==> src/rtl/rmii_rx.sv <==
// RMII receive path: dibit-to-byte assembly with preamble/SFD qualification,
// LAN8720-style CRS_DV end-of-frame toggling tolerance and frame status pulses.
module rmii_rx #(
  parameter int unsigned MIN_PREAMBLE_DIBITS = 4,
  parameter int unsigned MAX_FRAME_BYTES     = 1530
) (
  input  logic       clk,
  input  logic       resetn,
  input  logic [1:0] rmii_rxd,
  input  logic       rmii_crs_dv,
  input  logic       rmii_rx_er,
  output logic [7:0] received_byte,
  output logic       byte_valid,
  output logic       frame_start,
  output logic       frame_end,
  output logic       frame_err
);

  localparam int unsigned BCW = $clog2(MAX_FRAME_BYTES + 1);

  typedef enum logic [1:0] {IDLE, PREAMBLE, DATA, DROP} state_t;

  state_t         state_q, state_d;
  logic           crs_prev_q;
  logic [4:0]     pcnt_q, pcnt_d;
  logic [1:0]     dcnt_q, dcnt_d;
  logic [BCW-1:0] bcnt_q, bcnt_d;
  logic [7:0]     shift_q, shift_d;
  logic [7:0]     byte_q, byte_d;
  logic           err_q, err_d;
  logic           bv_q, bv_d, fs_q, fs_d, fe_q, fe_d, ferr_q, ferr_d;
  logic           eoc;

  // A lone low CRS_DV cycle is mid-frame toggling; two in a row end the frame.
  assign eoc = !rmii_crs_dv && !crs_prev_q;

  always_comb begin
    state_d = state_q;
    pcnt_d  = pcnt_q;
    dcnt_d  = dcnt_q;
    bcnt_d  = bcnt_q;
    shift_d = shift_q;
    byte_d  = byte_q;
    err_d   = err_q;
    bv_d    = 1'b0;
    fs_d    = 1'b0;
    fe_d    = 1'b0;
    ferr_d  = 1'b0;
    case (state_q)
      IDLE: begin
        if (rmii_crs_dv) begin
          if (rmii_rxd == 2'b01) begin
            state_d = PREAMBLE;
            pcnt_d  = 5'd1;
          end else if (rmii_rxd[1]) begin
            state_d = DROP;
          end
        end
      end
      PREAMBLE: begin
        if (eoc) begin
          state_d = IDLE;
        end else if (rmii_rxd == 2'b01) begin
          if (pcnt_q != 5'd31) pcnt_d = pcnt_q + 5'd1;
        end else if (rmii_rxd == 2'b11 && {27'd0, pcnt_q} >= MIN_PREAMBLE_DIBITS) begin
          state_d = DATA;
          byte_d  = 8'hD5;
          bv_d    = 1'b1;
          fs_d    = 1'b1;
          dcnt_d  = '0;
          bcnt_d  = BCW'(1);
          shift_d = '0;
          err_d   = 1'b0;
        end else begin
          state_d = DROP;
        end
      end
      DATA: begin
        if (eoc) begin
          // Dibit count 1 means only the discarded first-low-cycle dibit followed the last byte.
          state_d = IDLE;
          fe_d    = 1'b1;
          ferr_d  = (dcnt_q != 2'd1) || err_q || rmii_rx_er;
          err_d   = 1'b0;
        end else begin
          err_d   = err_q | rmii_rx_er;
          shift_d = {rmii_rxd, shift_q[7:2]};
          dcnt_d  = dcnt_q + 2'd1;
          if (dcnt_q == 2'd3) begin
            if (32'(bcnt_q) >= MAX_FRAME_BYTES) begin
              state_d = DROP;
              fe_d    = 1'b1;
              ferr_d  = 1'b1;
              err_d   = 1'b0;
            end else begin
              byte_d = shift_d;
              bv_d   = 1'b1;
              bcnt_d = bcnt_q + 1'b1;
            end
          end
        end
      end
      DROP: begin
        if (eoc) state_d = IDLE;
      end
      default: state_d = IDLE;
    endcase
  end

  always_ff @(posedge clk or negedge resetn) begin
    if (!resetn) begin
      state_q    <= IDLE;
      crs_prev_q <= 1'b0;
      pcnt_q     <= '0;
      dcnt_q     <= '0;
      bcnt_q     <= '0;
      shift_q    <= '0;
      byte_q     <= '0;
      err_q      <= 1'b0;
      bv_q       <= 1'b0;
      fs_q       <= 1'b0;
      fe_q       <= 1'b0;
      ferr_q     <= 1'b0;
    end else begin
      state_q    <= state_d;
      crs_prev_q <= rmii_crs_dv;
      pcnt_q     <= pcnt_d;
      dcnt_q     <= dcnt_d;
      bcnt_q     <= bcnt_d;
      shift_q    <= shift_d;
      byte_q     <= byte_d;
      err_q      <= err_d;
      bv_q       <= bv_d;
      fs_q       <= fs_d;
      fe_q       <= fe_d;
      ferr_q     <= ferr_d;
    end
  end

  assign received_byte = byte_q;
  assign byte_valid    = bv_q;
  assign frame_start   = fs_q;
  assign frame_end     = fe_q;
  assign frame_err     = ferr_q;

endmodule

==> config.mk <==
export PLATFORM = sky130hd
export DESIGN_NAME = rmii_rx
export DESIGN_NICKNAME = d
export VERILOG_FILES = /design/src/rtl/rmii_rx.sv
export SDC_FILE = /design/constraint.sdc
export NUM_CORES = 1
export LEC_CHECK = 0
export CORE_MARGIN = 1.5
export CORE_UTILIZATION = 58
export CTS_BUF_LIST = sky130_fd_sc_hd__clkbuf_16
export DETAILED_ROUTE_END_ITERATION = 8
export PLACE_DENSITY = 0.76
export SYNTH_ARGS = -nofsm -noshare
export SYNTH_HDL_FRONTEND = slang
export SYNTH_SLANG_ARGS = --single-unit
==> constraint.sdc <==
create_clock -name clk -period 2.14 [get_ports clk]
set_input_delay 0.428 -clock clk [delete_from_list [all_inputs] [get_ports clk]]
set_output_delay 0.428 -clock clk [all_outputs]
set_load 0.01 [all_outputs]
==> results_dict.tcl <==
set metrics [dict create \
    ys_top_cells_by_count "40 x dfrtp_1, 30 x nand2_1, 19 x nand3_1, 16 x inv_1, 11 x ha_1" \
    final_area_sq_um 2790 \
    place.gp.congestion 0.804 \
    reg2reg_to "bcnt_q[7]$_DFFE_PN0P_" \
    crit_type "reg -> reg" \
    die_y_microns 65.5 \
    finalHoldViolCount 0 \
    htreeDepth 2 \
    routed_via_density 6.07 \
    grt_overflow 0 \
    syn_area_per_cell_sq_um 9.48 \
    period_needed_ps 1970 \
    dieArea_sq_um 4290 \
    post_cts_resized 0 \
    fmax_ghz 0.508 \
    synth_xor_area_frac 0 \
    min-delay-path-class "in -> async" \
    power.density_nw_per_um2 1260 \
    fill_cells 256 \
    maxCapViolations 0 \
    critPathLaunchType "flop" \
    setup.worst_path.end_class "flop" \
    crit_slowest_cell "dfrtp_1" \
    grt_use_met3 0.0531 \
    wire_per_inst_microns 15.6 \
    synthTopCellsByArea "dfrtp_1 44%, ha_1 6.1%, nand2_1 5.0%, nand3_1 4.2%, o211ai_1 3.3%" \
    cp.required_ps 2290 \
    rr_startpoint "bcnt_q[1]$_DFFE_PN0P_" \
    setup_ws_ps 170 \
    yosysWarnings 0 \
    io_pins 18 \
    antenna_cells 0 \
    gr-max-usage-layer "met2" \
    synth_compound_area_frac 0.206 \
    grt_max_degree 41 \
    port_buffers 17 \
    drt_iter0_markers 214 \
    root_buffer "clkbuf_16" \
    instances_no_fill 325 \
    numCtsBuffers 5 \
    p_sw_mw 1.29 \
    setup_viol 0 \
    worst-endpoint-arrival_ps 2120 \
    area_growth_pct 23.4 \
    regToRegSetupSlack_ps 170 \
    synth_edf_count 0 \
    hpwl_microns 3510 \
    fin_crit_sh 0.920 \
    insertion_delay_ps 280 \
    leakage_nw 1.19 \
    drt_wl_total_microns 5070 \
    pre_cts_ws_ps 12.1 \
    yosysMostFrequentCell "dfrtp_1" \
    grt_pass1_wl_microns 8580 \
    antenna_left 0 \
    seq_area_frac_synth 0.442 \
    fp-row-count 22 \
    synth_top_area_share 0.442 \
    die_x_microns 65.5 \
    rsz0062_at_grt "no" \
    cts_setup_buffers 0 \
    p_int_mw 2.23 \
    antenna_found_initial 0 \
    yosys.area_share.simple 0.225 \
    start_util 0.609 \
    cts_buffer_depth 2 \
    hold_buffers 0 \
    netSwitchingFraction 0.367 \
    dr.pass1.iters 4 \
    status "completed" \
    drc 0 \
    synth.largest_area_cell "dfrtp_1" \
    clock_sinks 40 \
    muxShareOfSynthArea 0.0138 \
    synth-seq-cells 40 \
    clkPwrFrac 0.242 \
    grt_use_total 0.258 \
    path_cells "ha_1, o31ai_2, o311ai_1, buf_4, o311ai_0, o31ai_1" \
    cp_slowest_stage_delay_ps 440 \
    grt_pass1_vias 1893 \
    synth_area_sq_um 2260 \
    synthDistinctLibCells 52 \
    drive_above_1_share 0.159 \
    power_frac_comb 0.411 \
    crit_fanout 8 \
    synthFlopType "dfrtp_1" \
    clkTransAtPathRegs_ps 60 \
    tns_ps 0 \
    synthCells 239 \
    async_flop_share 1.00 \
    relSlewSlack 0.660 \
    vias 1974 \
    synth_top_family_by_area "simple AND/OR/NAND/NOR gates" \
    placed_area_sq_um 2610 \
    met2_usage 0.421 \
    seq_power_share 0.347 \
    place_inst 317 \
    finalMaxSlewViolations 0 \
    skew_ps 5.24 \
    layout.nets 293 \
    syn_nets 256 \
    worst-slew-pin-transition_ps 510 \
    met1_usage 0.344 \
    core_area_sq_um 3720 \
    synth_fa_ha_area_frac 0.0608 \
    max-vdd-ir-drop_uv 657 \
    reg2reg_depth 6 \
    cts_tree "yes" \
]
==> flip-flops by register name, indices dropped and copies added (netlist names) <==
register / cells
crs_prev_q: 1
frame_err: 1
bcnt_q: 11
pcnt_q: 5
err_q: 1
dcnt_q: 2
frame_end: 1
shift_q: 6
received_byte: 8
frame_start: 1
state_q: 2
byte_valid: 1
==> worst max-delay path: cells and delay by family (launching register included) <==
family,cells,cell delay [ps]
buf+inv,1,190
flops,1,440
fa+ha+maj,1,220
compound gates,4,970
==> power by group through the flow <==
stage | Sequential, mW | Combinational [mW] | Clock [mW]
finish | 1.22 | 1.45 | 0.853
global route | 1.25 | 1.61 | 0.891
CTS | 1.22 | 1.45 | 0.857
detailed placement | 1.22 | 1.43 | 0
global placement | 1.21 | 1.40 | 0
floorplan | 1.20 | 0.922 | 0
==> metrics by stage <==
| stage | utilization | total power, mW | hold slack, ps |
|---|---|---|---|
| 5_1_grt | 0.752 | 3.76 | 247 |
| 6_report | 0.752 | 3.53 | 206 |
| 4_1_cts | 0.748 | 3.52 | 220 |
| 3_5_place_dp | 0.703 | 2.65 | 466 |
| 2_1_floorplan | - | 2.13 | 132 |
| 3_3_place_gp | 0.703 | 2.61 | 456 |
==> placed cells by master (no fill, tap or decap), drive strengths merged, types with 2 or more instances in the layout <==
| cell type | synthesis | layout |
|---|---|---|
| clkbuf | 4 | 5 |
| clkdlybuf4s50 | 0 | 16 |
| o21a | 2 | 2 |
| o21ai | 10 | 10 |
| o22a | 3 | 3 |
| dfrtp | 40 | 40 |
| or2 | 2 | 2 |
| o31ai | 3 | 3 |
| or4 | 3 | 3 |
| a311oi | 2 | 2 |
| and2 | 2 | 2 |
| ha | 11 | 11 |
| a211oi | 2 | 2 |
| a21boi | 3 | 3 |
| a22o | 2 | 2 |
| nand2 | 30 | 30 |
| o211ai | 10 | 10 |
| nor4b | 4 | 4 |
| nor3 | 3 | 3 |
| and3 | 3 | 3 |
| a21oi | 6 | 6 |
| nand3 | 19 | 19 |
| nand3b | 4 | 4 |
| o22ai | 3 | 3 |
| inv | 16 | 16 |
| mux2i | 2 | 2 |
| o311ai | 7 | 7 |
| nor3b | 2 | 2 |
| a211o | 3 | 3 |
| buf | 7 | 25 |
| nand4 | 5 | 5 |
| nand2b | 7 | 7 |
| nor2 | 6 | 6 |
==> per-layer routing <==
metal  share of wire  vias up
met5               0        -
met4           0.017        0
met3           0.044       10
met2            0.48       52
met1            0.46      953
li1                -      959
==> worst max path at each step <==
stage | end | from
after floorplan | pcnt_q[4]$_DFFE_PN0P_ | pcnt_q[0]$_DFFE_PN0P_
after global placement | received_byte[1]$_DFFE_PN0P_ | rmii_rxd[1]
after detailed placement | bcnt_q[0]$_DFFE_PN0P_ | rmii_crs_dv
after CTS | bcnt_q[0]$_DFFE_PN0P_ | state_q[1]$_DFFE_PN0P_
after global routing | pcnt_q[2]$_DFFE_PN0P_ | pcnt_q[1]$_DFFE_PN0P_
final | bcnt_q[7]$_DFFE_PN0P_ | bcnt_q[1]$_DFFE_PN0P_
==> kinds of logic after synthesis <==
kind of cell             count (synthesis)
AO/OA/AOI/OAI                           63
adder cells (fa/ha/maj)                 11
buffers and inverters                   27
flip-flops                              40
multiplexers                             3
AND/OR/NAND/NOR                         95
==> final cells by class <==
cell class / instances / area [sq um] / area share
Clock buffer: 5 / 125 / 0.0448
Multi-Input combinational cell: 172 / 1160 / 0.415
Sequential cell: 40 / 1000 / 0.358
Tap cell: 48 / 60.1 / 0.0215
Timing Repair Buffer: 41 / 345 / 0.124
Clock inverter: 3 / 42.5 / 0.0152
Inverter: 16 / 60.1 / 0.0215
(Power assumes the default switching activity.)
